==> src/rtl/uart_pkg.sv <==
// Shared constants and FSM state encoding for the UART core and its FIFOs.
package uart_pkg;

  // Ticks per serial bit and the tick index used to confirm a start bit.
  localparam int OVERSAMPLE = 16;
  localparam int SAMPLE_MID = 7;

  // Common encoding for both the receive and transmit frame FSMs.
  typedef enum logic [1:0] {
    ST_IDLE  = 2'd0,
    ST_START = 2'd1,
    ST_DATA  = 2'd2,
    ST_STOP  = 2'd3
  } uart_state_t;

endpackage

==> src/rtl/uart_sync_fifo.sv <==
// Synchronous FIFO with first-word fall-through head and registered flags.
// Handshake: push is accepted unless full (a push alongside a pop is accepted
// even when full); pop is accepted unless empty; each high cycle moves one word.
module uart_sync_fifo
  import uart_pkg::*;
#(
  parameter int NB_DATA      = 8,
  parameter int NB_FIFO_ADDR = 4
) (
  input  logic               clk,
  input  logic               rst,
  input  logic               push,
  input  logic [NB_DATA-1:0] wdata,
  input  logic               pop,
  output logic [NB_DATA-1:0] rdata,
  output logic               empty,
  output logic               full
);

  localparam int DEPTH = 2 ** NB_FIFO_ADDR;
  localparam logic [NB_FIFO_ADDR:0] FULL_CNT = (NB_FIFO_ADDR + 1)'(DEPTH);

  logic [NB_DATA-1:0]      mem [DEPTH];
  logic [NB_FIFO_ADDR-1:0] wr_ptr;
  logic [NB_FIFO_ADDR-1:0] rd_ptr;
  logic [NB_FIFO_ADDR:0]   count;
  logic [NB_FIFO_ADDR:0]   count_next;
  logic                    do_push;
  logic                    do_pop;

  assign do_push = push && (!full || pop);
  assign do_pop  = pop && !empty;

  // Head is visible as soon as the empty flag drops; zero while empty.
  assign rdata = empty ? '0 : mem[rd_ptr];

  // Occupancy after this cycle's accepted operations.
  always_comb begin
    count_next = count;
    if (do_push && !do_pop) count_next = count + 1'b1;
    else if (do_pop && !do_push) count_next = count - 1'b1;
  end

  // Storage array; contents are don't-care until written.
  always_ff @(posedge clk) begin
    if (do_push) mem[wr_ptr] <= wdata;
  end

  // Pointers, occupancy and registered status flags.
  always_ff @(posedge clk) begin
    if (!rst) begin
      wr_ptr <= '0;
      rd_ptr <= '0;
      count  <= '0;
      empty  <= 1'b1;
      full   <= 1'b0;
    end else begin
      if (do_push) wr_ptr <= wr_ptr + 1'b1;
      if (do_pop)  rd_ptr <= rd_ptr + 1'b1;
      count <= count_next;
      empty <= (count_next == '0);
      full  <= (count_next == FULL_CNT);
    end
  end

endmodule

==> src/rtl/uart_serial_core.sv <==
// Full-duplex 8N1 UART: programmable baud tick, 16x oversampled receiver,
// transmitter, and a FIFO on each direction toward the CPU strobe interface.
module uart_serial_core
  import uart_pkg::*;
#(
  parameter int NB_COUNTER   = 9,
  parameter int NB_DATA      = 8,
  parameter int NB_FIFO_ADDR = 4
) (
  input  logic                  clk,
  input  logic                  i_rst,
  input  logic                  i_rx,
  input  logic [NB_COUNTER-1:0] i_tick_cmp,
  input  logic                  i_wr,
  input  logic [NB_DATA-1:0]    i_wdata,
  input  logic                  i_tx_start,
  input  logic                  i_rd,
  output logic                  o_tx,
  output logic                  o_tx_done,
  output logic                  o_tx_empty,
  output logic                  o_tx_full,
  output logic [NB_DATA-1:0]    o_rdata,
  output logic                  o_rx_done,
  output logic                  o_rx_empty,
  output logic                  o_rx_full
);

  localparam int NB_BIT = (NB_DATA > 1) ? $clog2(NB_DATA) : 1;
  localparam logic [3:0]        LAST_TICK = 4'(OVERSAMPLE - 1);
  localparam logic [3:0]        MID_TICK  = 4'(SAMPLE_MID);
  localparam logic [NB_BIT-1:0] LAST_BIT  = NB_BIT'(NB_DATA - 1);

  // Baud generator
  logic [NB_COUNTER-1:0] baud_cnt;
  logic                  tick;

  assign tick = (baud_cnt == i_tick_cmp);

  // Free-running counter that wraps at the compare value, one tick per wrap.
  always_ff @(posedge clk) begin
    if (!i_rst) baud_cnt <= '0;
    else if (tick) baud_cnt <= '0;
    else baud_cnt <= baud_cnt + NB_COUNTER'(1);
  end

  // Receive path
  logic               rx_meta;
  logic               rx_sync;
  uart_state_t        rx_state;
  logic [3:0]         rx_tick_cnt;
  logic [NB_BIT-1:0]  rx_bit_cnt;
  logic [NB_DATA-1:0] rx_shreg;
  logic               rx_push;

  // Two-flop synchroniser; resets to the idle line level to avoid a false start.
  always_ff @(posedge clk) begin
    if (!i_rst) begin
      rx_meta <= 1'b1;
      rx_sync <= 1'b1;
    end else begin
      rx_meta <= i_rx;
      rx_sync <= rx_meta;
    end
  end

  // Receive frame FSM: confirm start mid-bit, then sample every 16 ticks.
  always_ff @(posedge clk) begin
    if (!i_rst) begin
      rx_state    <= ST_IDLE;
      rx_tick_cnt <= '0;
      rx_bit_cnt  <= '0;
      rx_shreg    <= '0;
      rx_push     <= 1'b0;
    end else begin
      rx_push <= 1'b0;
      case (rx_state)
        ST_IDLE: begin
          if (!rx_sync) begin
            rx_state    <= ST_START;
            rx_tick_cnt <= '0;
          end
        end
        ST_START: begin
          if (tick) begin
            if (rx_tick_cnt == MID_TICK) begin
              rx_tick_cnt <= '0;
              rx_bit_cnt  <= '0;
              rx_state    <= rx_sync ? ST_IDLE : ST_DATA;
            end else begin
              rx_tick_cnt <= rx_tick_cnt + 1'b1;
            end
          end
        end
        ST_DATA: begin
          if (tick) begin
            if (rx_tick_cnt == LAST_TICK) begin
              rx_tick_cnt <= '0;
              rx_shreg    <= {rx_sync, rx_shreg[NB_DATA-1:1]};
              if (rx_bit_cnt == LAST_BIT) rx_state <= ST_STOP;
              else rx_bit_cnt <= rx_bit_cnt + 1'b1;
            end else begin
              rx_tick_cnt <= rx_tick_cnt + 1'b1;
            end
          end
        end
        ST_STOP: begin
          if (tick) begin
            if (rx_tick_cnt == LAST_TICK) begin
              rx_tick_cnt <= '0;
              rx_state    <= ST_IDLE;
              // Framing errors and overflow both drop the byte silently.
              if (rx_sync && !o_rx_full) rx_push <= 1'b1;
            end else begin
              rx_tick_cnt <= rx_tick_cnt + 1'b1;
            end
          end
        end
        default: rx_state <= ST_IDLE;
      endcase
    end
  end

  assign o_rx_done = rx_push;

  uart_sync_fifo #(
    .NB_DATA      (NB_DATA),
    .NB_FIFO_ADDR (NB_FIFO_ADDR)
  ) u_rx_fifo (
    .clk   (clk),
    .rst   (i_rst),
    .push  (rx_push),
    .wdata (rx_shreg),
    .pop   (i_rd),
    .rdata (o_rdata),
    .empty (o_rx_empty),
    .full  (o_rx_full)
  );

  // Transmit path
  logic [NB_DATA-1:0] tx_head;
  uart_state_t        tx_state;
  logic [3:0]         tx_tick_cnt;
  logic [NB_BIT-1:0]  tx_bit_cnt;
  logic [NB_DATA-1:0] tx_shreg;
  logic               tx_pop;
  logic               tx_armed;
  logic               tx_out;
  logic               tx_done;

  // Transmit frame FSM plus arm flag. The FIFO pop is registered; the head is
  // captured at the same time, and the pointer moves long before the next load.
  always_ff @(posedge clk) begin
    if (!i_rst) begin
      tx_state    <= ST_IDLE;
      tx_tick_cnt <= '0;
      tx_bit_cnt  <= '0;
      tx_shreg    <= '0;
      tx_pop      <= 1'b0;
      tx_armed    <= 1'b0;
      tx_out      <= 1'b1;
      tx_done     <= 1'b0;
    end else begin
      tx_pop  <= 1'b0;
      tx_done <= 1'b0;
      if (i_tx_start) tx_armed <= 1'b1;
      case (tx_state)
        ST_IDLE: begin
          if (tx_armed && !o_tx_empty) begin
            tx_shreg    <= tx_head;
            tx_pop      <= 1'b1;
            tx_out      <= 1'b0;
            tx_tick_cnt <= '0;
            tx_state    <= ST_START;
          end
        end
        ST_START: begin
          if (tick) begin
            if (tx_tick_cnt == LAST_TICK) begin
              tx_tick_cnt <= '0;
              tx_bit_cnt  <= '0;
              tx_out      <= tx_shreg[0];
              tx_state    <= ST_DATA;
            end else begin
              tx_tick_cnt <= tx_tick_cnt + 1'b1;
            end
          end
        end
        ST_DATA: begin
          if (tick) begin
            if (tx_tick_cnt == LAST_TICK) begin
              tx_tick_cnt <= '0;
              if (tx_bit_cnt == LAST_BIT) begin
                tx_out   <= 1'b1;
                tx_state <= ST_STOP;
              end else begin
                tx_bit_cnt <= tx_bit_cnt + 1'b1;
                tx_shreg   <= tx_shreg >> 1;
                tx_out     <= tx_shreg[1];
              end
            end else begin
              tx_tick_cnt <= tx_tick_cnt + 1'b1;
            end
          end
        end
        ST_STOP: begin
          if (tick) begin
            if (tx_tick_cnt == LAST_TICK) begin
              tx_tick_cnt <= '0;
              tx_done     <= 1'b1;
              if (tx_armed && !o_tx_empty) begin
                // Back-to-back frame: start bit follows the stop bit directly.
                tx_shreg <= tx_head;
                tx_pop   <= 1'b1;
                tx_out   <= 1'b0;
                tx_state <= ST_START;
              end else begin
                tx_state <= ST_IDLE;
              end
              if (o_tx_empty && !i_tx_start) tx_armed <= 1'b0;
            end else begin
              tx_tick_cnt <= tx_tick_cnt + 1'b1;
            end
          end
        end
        default: tx_state <= ST_IDLE;
      endcase
    end
  end

  assign o_tx      = tx_out;
  assign o_tx_done = tx_done;

  uart_sync_fifo #(
    .NB_DATA      (NB_DATA),
    .NB_FIFO_ADDR (NB_FIFO_ADDR)
  ) u_tx_fifo (
    .clk   (clk),
    .rst   (i_rst),
    .push  (i_wr),
    .wdata (i_wdata),
    .pop   (tx_pop),
    .rdata (tx_head),
    .empty (o_tx_empty),
    .full  (o_tx_full)
  );

endmodule

==> config.mk <==
export PLATFORM = sky130hd
export DESIGN_NAME = uart_serial_core
export DESIGN_NICKNAME = d
export VERILOG_FILES = /design/src/rtl/uart_pkg.sv /design/src/rtl/uart_sync_fifo.sv /design/src/rtl/uart_serial_core.sv
export SDC_FILE = /design/constraint.sdc
export NUM_CORES = 1
export LEC_CHECK = 0
export CORE_ASPECT_RATIO = 0.6
export CORE_MARGIN = 3
export CORE_UTILIZATION = 55
export CTS_CLUSTER_SIZE = 10
export DETAILED_ROUTE_END_ITERATION = 8
export GPL_ROUTABILITY_DRIVEN = 0
export PLACE_DENSITY = 0.75
export SLEW_MARGIN = 0
export SYNTH_ARGS = -nofsm -noshare
export SYNTH_HDL_FRONTEND = slang
export SYNTH_SLANG_ARGS = --single-unit
==> constraint.sdc <==
create_clock -name clk -period 2.3 [get_ports clk]
set_input_delay 0.575 -clock clk [delete_from_list [all_inputs] [get_ports clk]]
set_output_delay 0.575 -clock clk [all_outputs]
set_load 0.005 [all_outputs]
==> results.toml <==
[run_status]
status = "complete, but fails checks"
violations = "setup timing"

[die]
fp.dieArea_um2 = 27800
start_util = 0.573
die_w_um = 213
num_rows = 44
dieHeight_um = 130
core-area_um2 = 24800
ios = 38

[layout]
final_core_util = 0.685
final_common_cell = "edfxtp_1"
layout_common_cells = "edfxtp_1, buf_4, dfxtp_1"
drive_gt1_frac = 0.229
fin_nets = 1107
area_growth_pct = 19.5

[setup_path]
path_cells = "buf_12, buf_12, mux4_2, mux4_2, nor2b_4, buf_2"
cp-start-kind = "register"
crit_type = "reg2out"
critPathCaptureType = "output port"
critPathTopFamily = "multiplexers"
crit_fanout = 8
worstPathArrival_ps = 2420
cpPeakStageDelay_ps = 510
critPathBufInv = 3
crit_path_top_delay_cell = "mux4_2"
cp.required_ps = 1730

[sta]
setup_viol = 8
setup_total_negative_slack_ps = -5310
fin_ws_ps = -693
rsz0062_at_grt = "true"
fin_crit_sh = 1.30
fin_skew_ps = 21.7
hold_viol_final = 0
fmax_mhz = 334
slew_viol_final = 0
period_needed_ps = 2990
worst_pin_slew_ps = 705
hold_ws_ps = 411
relSlewSlack = 0.529

[cts]
cts_tree = "done"
ctsHoldBuffers = 0
htree_levels = 2
cts_buffers = 40
cts_max_path_buffers = 3
cts.sinks = 344
cts.clk_slew.worst_paths_ps = 50
clk_latency_ps = 530
cts-root-buf = "clkbuf_16"

[place]
io_buffers = 37
dp_hpwl_um = 21200
dp_slack_ps = -503

[global_routing]
grt_overflow = 0
grt_use_met1 = 0.381
grt_max_degree = 33
grtUsageMet2 = 0.323
antenna_found_initial = 0
grt_pass1_vias = 8336
grt_usage = 0.239
grt_pass1_wl_um = 49200
gr-max-usage-layer = "met1"
gr-usage-met3 = 0.0725

[logic_synthesis]
avgSynthCellArea_um2 = 15.5
yosysSeqAreaShare = 0.666
synthesis.nets = 964
ys_seq_elements = 344
synth_flop_cell = "edfxtp_1"
syn_inst = 915
ys_types = 61
yosysWarnings = 0
synth-edff-count = 256
async_flop_share = 0
synthesis.area_um2 = 14200

[hold_path]
worstHoldPathType = "reg2reg"

[detailed_routing]
route.detailed.drc = 0
vias_per_cell = 5.97
drtIter0Drc = 1005
detail_route.first_pass.iterations = 5
routed_wl_um = 32200
drt-wirelength-per-cell_um = 22.9
ant_nets = 0
route.vias.total = 8414

[power_and_ir_drop]
vdd_drop_max_uv = 572
finalPower_mw = 14.0
p_leak_nw = 6.18
powerDensity_nw_per_um2 = 827

[run]
maxCapViolations = 0
-- synthesized netlist by cell type (all sizes together), types with 2 or more instances --
| library cell | count | area [um^2] |
|---|---|---|
| and4 | 2 | 17.5 |
| xnor2 | 19 | 166 |
| nor3 | 11 | 66.3 |
| buf | 15 | 78.8 |
| o31ai | 2 | 15.0 |
| mux4 | 68 | 1530 |
| or2 | 3 | 18.8 |
| or3b | 2 | 17.5 |
| o41ai | 2 | 17.5 |
| nor3b | 3 | 22.5 |
| nor4 | 8 | 50.1 |
| ha | 26 | 325 |
| a2111oi | 10 | 87.6 |
| or3 | 5 | 31.3 |
| mux2i | 22 | 220 |
| nand2 | 49 | 184 |
| a211oi | 12 | 90.1 |
| dfxtp | 88 | 1760 |
| o211ai | 3 | 22.5 |
| o21ai | 24 | 120 |
| nand3 | 11 | 55.1 |
| a21boi | 11 | 82.6 |
| nand4 | 13 | 96.3 |
| a31oi | 4 | 25.0 |
| o21a | 6 | 45.0 |
| and3 | 6 | 37.5 |
| o221a | 3 | 33.8 |
| nand2b | 11 | 68.8 |
| and2 | 31 | 194 |
| xor2 | 15 | 131 |
| edfxtp | 256 | 7690 |
| clkbuf | 30 | 113 |
| a21oi | 16 | 80.1 |
| o22ai | 4 | 25.0 |
| nor4b | 2 | 17.5 |
| o2111ai | 2 | 17.5 |
| nor2b | 35 | 219 |
| inv | 26 | 97.6 |
| nor2 | 43 | 161 |
| a41oi | 2 | 17.5 |
-- cell type report --
type / instances / area [um^2]
repair buffers: 146 / 1370
flip-flops and latches: 344 / 9460
diodes: 1 / 2.50
well taps: 322 / 403
clock buffers: 68 / 1110
multi-input cells: 500 / 4490
inverters: 26 / 97.6
fillers: 1686 / 7810
clock inverters: 3 / 30.0
-- per-stage QoR --
stage	cells	instance area [um^2]
finish	1410	17000
global route	1409	17000
global placement	1334	15800
floorplan	915	14200
CTS	1408	16900
detailed placement	1334	15800
-- what timing repair did --
| item | 4_1_cts | 5_1_grt |
|---|---|---|
| resized for setup | 40 | 7 |
| gates cloned | 1 | 0 |
| buffers inserted | 2 | 1 |
| setup endpoints to repair | 9 | 11 |
| pin swaps | 0 | 0 |
| hold endpoints to repair | 0 | 0 |
-- path summary, 6_finish.rpt --
path                     from           to  slack (ps)  cells after the start
hold reg to reg       rx_meta      rx_sync         410                      1
setup reg to reg  baud_cnt[1]  rx_shreg[1]         130                      7
hold / removal        rx_meta      rx_sync         410                      1
setup / recovery     register   o_rdata[3]        -690                      6
-- report_power, final --
group          switching [mW]  internal, mW
clock                    2.36          3.26
combinational           0.707         0.712
sequential              0.204          6.79
-- routing by layer --
metal | part of all wire | routed length (um)
met4 | 0.013 | 422
met3 | 0.098 | 3170
met1 | 0.48 | 15400
met2 | 0.41 | 13200
met5 | 0 | 0
-- sequential cells by signal, summed over array words and instances (netlist names), 2 cells and up, named ones only --
register          cells
tx_bit_cnt            3
u_tx_fifo.mem       128
u_rx_fifo.mem       128
rx_shreg              8
baud_cnt              9
u_rx_fifo.rd_ptr      4
u_tx_fifo.wr_ptr      4
tx_tick_cnt           4
u_tx_fifo.rd_ptr      4
rx_tick_cnt           4
u_rx_fifo.wr_ptr      4
u_tx_fifo.count       5
u_rx_fifo.count       5
tx_state              2
tx_shreg              8
rx_bit_cnt            3
-- kinds of logic after synthesis --
group | Yosys count | synth area share
flip-flops | 344 | 0.666
AND/OR/NAND/NOR | 238 | 0.0903
AO/OA/AOI/OAI | 112 | 0.0560
multiplexers | 90 | 0.123
buffers and inverters | 71 | 0.0204
XOR/XNOR | 34 | 0.0210
adder cells (fa/ha/maj) | 26 | 0.0229
(Power assumes the default switching activity.)
